## src/rtl/traffic_pkg.sv

```systemverilog
// Shared phase encodings and lamp decode for the intersection phase scheduler.
package traffic_pkg;

   typedef enum logic [2:0] {
      PH_NS_G = 3'd0,
      PH_NS_Y = 3'd1,
      PH_AR_A = 3'd2,
      PH_EW_G = 3'd3,
      PH_EW_Y = 3'd4,
      PH_AR_B = 3'd5
   } phase_t;

   typedef struct packed {
      logic ns_red;
      logic ns_yellow;
      logic ns_green;
      logic ew_red;
      logic ew_yellow;
      logic ew_green;
   } lamps_t;

   // Any phase that lights nothing explicitly, including corrupt codes, shows all-red.
   function automatic lamps_t lamp_decode(input phase_t p);
      lamps_t l;
      l = 6'b100100;
      case (p)
         PH_NS_G: begin
            l.ns_red   = 1'b0;
            l.ns_green = 1'b1;
         end
         PH_NS_Y: begin
            l.ns_red    = 1'b0;
            l.ns_yellow = 1'b1;
         end
         PH_EW_G: begin
            l.ew_red   = 1'b0;
            l.ew_green = 1'b1;
         end
         PH_EW_Y: begin
            l.ew_red    = 1'b0;
            l.ew_yellow = 1'b1;
         end
         default: l = 6'b100100;
      endcase
      return l;
   endfunction

endpackage

```

## src/rtl/intersection_phase_scheduler_if.sv

```systemverilog
// Request inputs and lamp/status outputs of the scheduler, bundled as one port.
interface intersection_phase_scheduler_if;

   logic       ew_req;
   logic       preempt;
   logic       ns_red;
   logic       ns_yellow;
   logic       ns_green;
   logic       ew_red;
   logic       ew_yellow;
   logic       ew_green;
   logic       ew_pending;
   logic [2:0] phase;

   modport master (
      input  ew_req, preempt,
      output ns_red, ns_yellow, ns_green, ew_red, ew_yellow, ew_green, ew_pending, phase
   );

   modport slave (
      output ew_req, preempt,
      input  ns_red, ns_yellow, ns_green, ew_red, ew_yellow, ew_green, ew_pending, phase
   );

endinterface

```

## src/rtl/phase_timer.sv

```systemverilog
// Phase duration counter: loads on phase entry, counts down and holds at zero.
module phase_timer #(
   parameter int CNT_W   = 6,
   parameter int RST_VAL = 0
) (
   input  logic             clk,
   input  logic             rst,
   input  logic             load,
   input  logic [CNT_W-1:0] load_val,
   output logic             zero
);

   logic [CNT_W-1:0] count;

   // Holding at zero lets a resting phase wait indefinitely without wrapping.
   always_ff @(posedge clk) begin
      if (rst) begin
         count <= CNT_W'(RST_VAL);
      end else if (load) begin
         count <= load_val;
      end else if (count != '0) begin
         count <= count - CNT_W'(1);
      end
   end

   assign zero = (count == '0);

endmodule

```

## src/rtl/intersection_phase_scheduler.sv

```systemverilog
// Two-approach signal sequencer: NS rests green, EW served on latched request,
// yellow and all-red between greens, emergency preempt forces NS green.
module intersection_phase_scheduler
   import traffic_pkg::*;
#(
   parameter int NS_GREEN_TIME = 20,
   parameter int EW_GREEN_TIME = 15,
   parameter int YELLOW_TIME   = 5,
   parameter int ALL_RED_TIME  = 2,
   parameter int CNT_W         = 6
) (
   input  logic                           clk,
   input  logic                           rst,
   intersection_phase_scheduler_if.master bus
);

   localparam logic [CNT_W-1:0] NS_LOAD = CNT_W'(NS_GREEN_TIME - 1);
   localparam logic [CNT_W-1:0] EW_LOAD = CNT_W'(EW_GREEN_TIME - 1);
   localparam logic [CNT_W-1:0] Y_LOAD  = CNT_W'(YELLOW_TIME - 1);
   localparam logic [CNT_W-1:0] AR_LOAD = CNT_W'(ALL_RED_TIME - 1);

   phase_t           phase_cur;
   phase_t           phase_next;
   lamps_t           lamps;
   logic             pending;
   logic             timer_zero;
   logic             timer_load;
   logic [CNT_W-1:0] timer_load_val;
   logic             req_accepted;
   logic             enter_ew;

   function automatic logic [CNT_W-1:0] load_for(input phase_t p);
      case (p)
         PH_NS_G: return NS_LOAD;
         PH_EW_G: return EW_LOAD;
         PH_NS_Y: return Y_LOAD;
         PH_EW_Y: return Y_LOAD;
         default: return AR_LOAD;
      endcase
   endfunction

   // A phase change always reloads the timer with the new phase's duration.
   always_comb begin
      phase_next = phase_cur;
      case (phase_cur)
         PH_NS_G: if (timer_zero && (pending || bus.ew_req) && !bus.preempt) phase_next = PH_NS_Y;
         PH_NS_Y: if (timer_zero) phase_next = PH_AR_A;
         PH_AR_A: if (timer_zero) phase_next = bus.preempt ? PH_NS_G : PH_EW_G;
         PH_EW_G: if (timer_zero || bus.preempt) phase_next = PH_EW_Y;
         PH_EW_Y: if (timer_zero) phase_next = PH_AR_B;
         PH_AR_B: if (timer_zero) phase_next = PH_NS_G;
         default: phase_next = PH_AR_B;
      endcase
   end

   assign timer_load     = (phase_next != phase_cur);
   assign timer_load_val = load_for(phase_next);
   assign req_accepted   = bus.ew_req && (phase_cur inside {PH_NS_G, PH_NS_Y, PH_AR_A, PH_AR_B});
   assign enter_ew       = (phase_next == PH_EW_G) && (phase_cur != PH_EW_G);

   phase_timer #(
      .CNT_W   (CNT_W),
      .RST_VAL (ALL_RED_TIME - 1)
   ) timer (
      .clk      (clk),
      .rst      (rst),
      .load     (timer_load),
      .load_val (timer_load_val),
      .zero     (timer_zero)
   );

   // Lamps are decoded from the next phase so they update on the same edge as the phase register.
   always_ff @(posedge clk) begin
      if (rst) begin
         phase_cur <= PH_AR_B;
         lamps     <= lamp_decode(PH_AR_B);
         pending   <= 1'b0;
      end else begin
         phase_cur <= phase_next;
         lamps     <= lamp_decode(phase_next);
         if (enter_ew) begin
            pending <= 1'b0;
         end else if (req_accepted) begin
            pending <= 1'b1;
         end
      end
   end

   assign bus.ns_red     = lamps.ns_red;
   assign bus.ns_yellow  = lamps.ns_yellow;
   assign bus.ns_green   = lamps.ns_green;
   assign bus.ew_red     = lamps.ew_red;
   assign bus.ew_yellow  = lamps.ew_yellow;
   assign bus.ew_green   = lamps.ew_green;
   assign bus.ew_pending = pending;
   assign bus.phase      = phase_cur;

endmodule

```

## src/flat_wrapper.sv

```systemverilog
// flat-port wrapper written by rule: the top's interface ports become plain ports
module intersection_phase_scheduler_flat import traffic_pkg::*;
#(
   parameter int NS_GREEN_TIME = 20,
   parameter int EW_GREEN_TIME = 15,
   parameter int YELLOW_TIME   = 5,
   parameter int ALL_RED_TIME  = 2,
   parameter int CNT_W         = 6
)
  (clk, rst, bus_ew_req, bus_preempt, bus_ns_red, bus_ns_yellow, bus_ns_green, bus_ew_red, bus_ew_yellow, bus_ew_green, bus_ew_pending, bus_phase);
  intersection_phase_scheduler_if bus_i ();
  input  logic clk;
  input  logic rst;
  input wire logic [$bits(bus_i.ew_req)-1:0] bus_ew_req;
  input wire logic [$bits(bus_i.preempt)-1:0] bus_preempt;
  output wire logic [$bits(bus_i.ns_red)-1:0] bus_ns_red;
  output wire logic [$bits(bus_i.ns_yellow)-1:0] bus_ns_yellow;
  output wire logic [$bits(bus_i.ns_green)-1:0] bus_ns_green;
  output wire logic [$bits(bus_i.ew_red)-1:0] bus_ew_red;
  output wire logic [$bits(bus_i.ew_yellow)-1:0] bus_ew_yellow;
  output wire logic [$bits(bus_i.ew_green)-1:0] bus_ew_green;
  output wire logic [$bits(bus_i.ew_pending)-1:0] bus_ew_pending;
  output wire logic [$bits(bus_i.phase)-1:0] bus_phase;
  assign bus_i.ew_req = bus_ew_req;
  assign bus_i.preempt = bus_preempt;
  assign bus_ns_red = bus_i.ns_red;
  assign bus_ns_yellow = bus_i.ns_yellow;
  assign bus_ns_green = bus_i.ns_green;
  assign bus_ew_red = bus_i.ew_red;
  assign bus_ew_yellow = bus_i.ew_yellow;
  assign bus_ew_green = bus_i.ew_green;
  assign bus_ew_pending = bus_i.ew_pending;
  assign bus_phase = bus_i.phase;
  intersection_phase_scheduler #(.NS_GREEN_TIME(NS_GREEN_TIME), .EW_GREEN_TIME(EW_GREEN_TIME), .YELLOW_TIME(YELLOW_TIME), .ALL_RED_TIME(ALL_RED_TIME), .CNT_W(CNT_W)) u_core (.clk(clk), .rst(rst), .bus(bus_i));
endmodule
```

## config.mk

```make
export PLATFORM = sky130hd
export DESIGN_NAME = intersection_phase_scheduler_flat
export DESIGN_NICKNAME = d
export VERILOG_FILES = /design/src/rtl/traffic_pkg.sv /design/src/rtl/intersection_phase_scheduler_if.sv /design/src/rtl/phase_timer.sv /design/src/rtl/intersection_phase_scheduler.sv /design/src/flat_wrapper.sv
export SDC_FILE = /design/constraint.sdc
export NUM_CORES = 1
export LEC_CHECK = 0
export CAP_MARGIN = 20
export CORE_ASPECT_RATIO = 1.5
export CORE_MARGIN = 3
export CORE_UTILIZATION = 45
export CTS_CLUSTER_SIZE = 16
export DETAILED_ROUTE_END_ITERATION = 6
export DONT_BUFFER_PORTS = 1
export PLACE_DENSITY_LB_ADDON = 0.1
export SLEW_MARGIN = 20
export SYNTH_ARGS = -nofsm -noshare
export SYNTH_HDL_FRONTEND = slang
export SYNTH_HIERARCHICAL = 1
export SYNTH_SLANG_ARGS = --single-unit
export TNS_END_PERCENT = 5
```

## constraint.sdc

```tcl
create_clock -name clk -period 2.2 [get_ports clk]
set_input_delay 0.33 -clock clk [delete_from_list [all_inputs] [get_ports clk]]
set_output_delay 0.33 -clock clk [all_outputs]
set_load 0.02 [all_outputs]
```

==> metrics.md <==
| Metric | Value |
|---|---|
| Starting Density | ~49% |
| Syn avg cell area | approximately 8.3 um2 |
| # hold bufs at CTS | 0 |
| Seq cells post-synth | 16 |
| Die H | roughly 65 um |
| TritonCTS clock tree | yes |
| Outcome | finished clean |
| First-pass GRT wire length | roughly 4100 um |
| Routed Antenna Nets | 0 |
| Most common cell after layout, fill and taps aside | dfxtp_1 |
| Sequential area share after synthesis | between 30% and 40% |
| Skew final | between 0.007 and 0.008 ns |
| Ys Warns | 6 |
| Mapped Nets | 130 |
| Fin crit share | approximately nine tenths |
| Core area | 0.00210 mm2 |
| Unrepaired setup endpoints after global routing | false |
| Peak Freq | 0.499 GHz |
| CTS root buffer | clkbuf_4 |
| CP Data Required Time | about 2.4 ns |
| GRT Residual Overflow | 0 |
| Synth area leader | dfxtp_1 |
| Static leakage | ~0.4 nW |
| Fin nets | approximately 130 |
| Top cells by area, synth | dfxtp_1, a21oi_1, nand2_1 |
| CP max FO | 12 |
| Final setup violation count | 0 |
| Post-CTS Repair Setup Buffers | 0 |
| Die area | roughly 0.0029 mm2 |
| Initial DRC Count | 11 |
| Arr. time, crit path | 2.22 ns |
| Share of layout cells above drive strength 1 | 19.8% |
| Diode count | 0 |
| Post-detail-place hpwl | 1790 um |
| Post-Synthesis Cells | about 120 |
| DR WL/cell | around 16 um |
| Post-Syn Area | a little over 0.001 mm2 |
| Worst slew margin | about two thirds |
| Path category of the worst min-delay check | in2reg |
| Worst-Skew Late Latency | a little under 0.3 ns |
| Gr usage total | a little under a fifth |
| Routed vias/inst | 5.89 |
| I/O pin total | 14 |
| Pwr dens | approximately 1500 mW/mm2 |
| Initial antenna violation count | 0 |
| Total CTS buffers | 3 |
| Largest net degree at the start of global routing | 20 |
| Max Cap Viol | 0 |
| I/O Buffers | 0 |
| GP Congestion | about 0.77 |
| Distinct cells, synth | 50 |
| Worst Tran Pin Value | about 0.5 ns |
| Cells after DPL | approximately 140 |
| Final hold viol count | 0 |
| Highest-count cells in the layout ignoring fill and taps | dfxtp_1, nand2_1, a21oi_1 |
| WL final | 2380 um |
| Pins Over Slew Limit | 0 |
| Endpoint type of the worst setup path | flop |
| WS Path Type | reg2reg |
| Chip width | ~45 um |
| Post-synth EDFFs | 0 |
| Vias in the first global route | 879 |
| Router iterations before antenna repair | 4 |
| Drt drc | 0 |
| Row Count | 20 |
| CTS Sinks | 16 |
| Asr flop ratio synth | 0% |
| Synth Flop Type | dfxtp_1 |
| Yosys top cell area share | 31.2% |
| Max VDD drop | ~0.67 mV |
| Clk slew on worst S/H paths | around 0.10 ns |
| Minimum clock period | ~2 ns |
| CTS max path bufs | 2 |
| CP Launch Type | flop |
| H-tree depth | 1 |
| Layout area overhead | 6.70% |
| Non-filler cells, final | between 100 and 150 |
| Setup Total Neg Slack | 0 ns |
| Vias post-DR | about 870 |
synth_stat cells, types with 2 or more instances:
cell	n
dfxtp_1	16
a21oi_1	11
nand2_1	11
nor2_1	8
nor3_1	6
inv_1	5
buf_2	4
nand2b_1	4
nor3b_1	4
clkbuf_1	3
nor2b_1	3
o22ai_1	3
xnor2_1	3
buf_6	2
ha_1	2
o21a_1	2
o21ai_0	2
o21ai_1	2
o31ai_2	2
per-stage QoR:
| stage | utilization (%) | instance area, um2 | hold slack, ns | setup WS, ns | total power, mW |
|---|---|---|---|---|---|
| after CTS | 51.5 | 1080 | 0.0816 | 0.0407 | 1.67 |
| after global routing | 52.1 | 1100 | 0.0661 | 0.0603 | 1.84 |
| final | 52.1 | 1100 | 0.0914 | 0.196 | 1.68 |
| after detailed placement | 49.8 | 1050 | 0.403 | 0.0566 | 1.47 |
| after floorplan | - | 1030 | 0.403 | 0.0817 | 1.29 |
| after global placement | 49.8 | 1050 | 0.402 | 0.0768 | 1.46 |
power breakdown:
part	internal [mW]	switching, mW	total, mW	leakage, nW
Sequential	0.392	0.179	0.572	0.131
Clock	0.101	0.0979	0.199	0.0210
Combinational	0.427	0.487	0.914	0.249
Total	0.920	0.764	1.68	0.401
worst max-delay path, stage by stage (launching register included):
cell and delay, ns:
dfxtp_2 0.39, inv_1 0.09, ha_1 0.25, nand2b_4 0.11
nor2_4 0.06, buf_4 0.15, a21oi_1 0.12, nor2_1 0.06
buf_4 0.18, or3_1 0.37, o221ai_1 0.15
what timing repair did:
| action | in CTS | in global routing |
|---|---|---|
| setup endpoints to repair | 0 | 8 |
| resized for setup | 0 | 3 |
| endpoints found under the hold margin | 0 | 0 |
cell type report:
type	instances	area, um2
inverter	5	18.8
tap	22	27.5
timing repair buffer	9	67.6
multi-input combinational	92	624
sequential	16	322
fill	229	1010
clock buffer	4	36.3
layer usage:
metal  global-route usage [%]  share of wire [%]
met4                     8.42               0.84
met1                     21.3                 41
met3                     3.06                2.7
met2                     32.8                 55
met5                        0                  0
state kept, by name, summed over array words and instances, names as in the netlist:
signal                 flops
u_core/timer/count         6
u_core/bus.phase           3
u_core/bus.ew_green        1
u_core/bus.ew_pending      1
u_core/bus.ew_red          1
u_core/bus.ew_yellow       1
u_core/bus.ns_green        1
u_core/bus.ns_red          1
u_core/bus.ns_yellow       1
cell families after synthesis:
kind of cell / Yosys count / share of synthesized area (%)
simple gates: 46 / 24.6
compound gates: 38 / 27.6
flops: 16 / 31.2
buf+inv: 16 / 9.26
fa+ha+maj: 3 / 3.41
xor+xnor: 3 / 2.56
other cells: 1 / 0.365
mux: 1 / 0.974
path summary, 6_finish.rpt:
kind	startpoint	to	slack (ns)	depth (start not counted)
worst min-delay path	rst	u_core/timer/count[5]$_SDFFE_PP0P_	0.09	1
worst max-delay path	u_core/timer/count[0]$_SDFFE_PP1P_	u_core/timer/count[1]$_SDFFE_PP0P_	0.20	10
worst max register to register	u_core/timer/count[0]$_SDFFE_PP1P_	u_core/timer/count[1]$_SDFFE_PP0P_	0.20	10
worst min register to register	u_core/timer/count[5]$_SDFFE_PP0P_	u_core/timer/count[5]$_SDFFE_PP0P_	0.54	2
No activity file was read; power rests on OpenSTA's default activity.
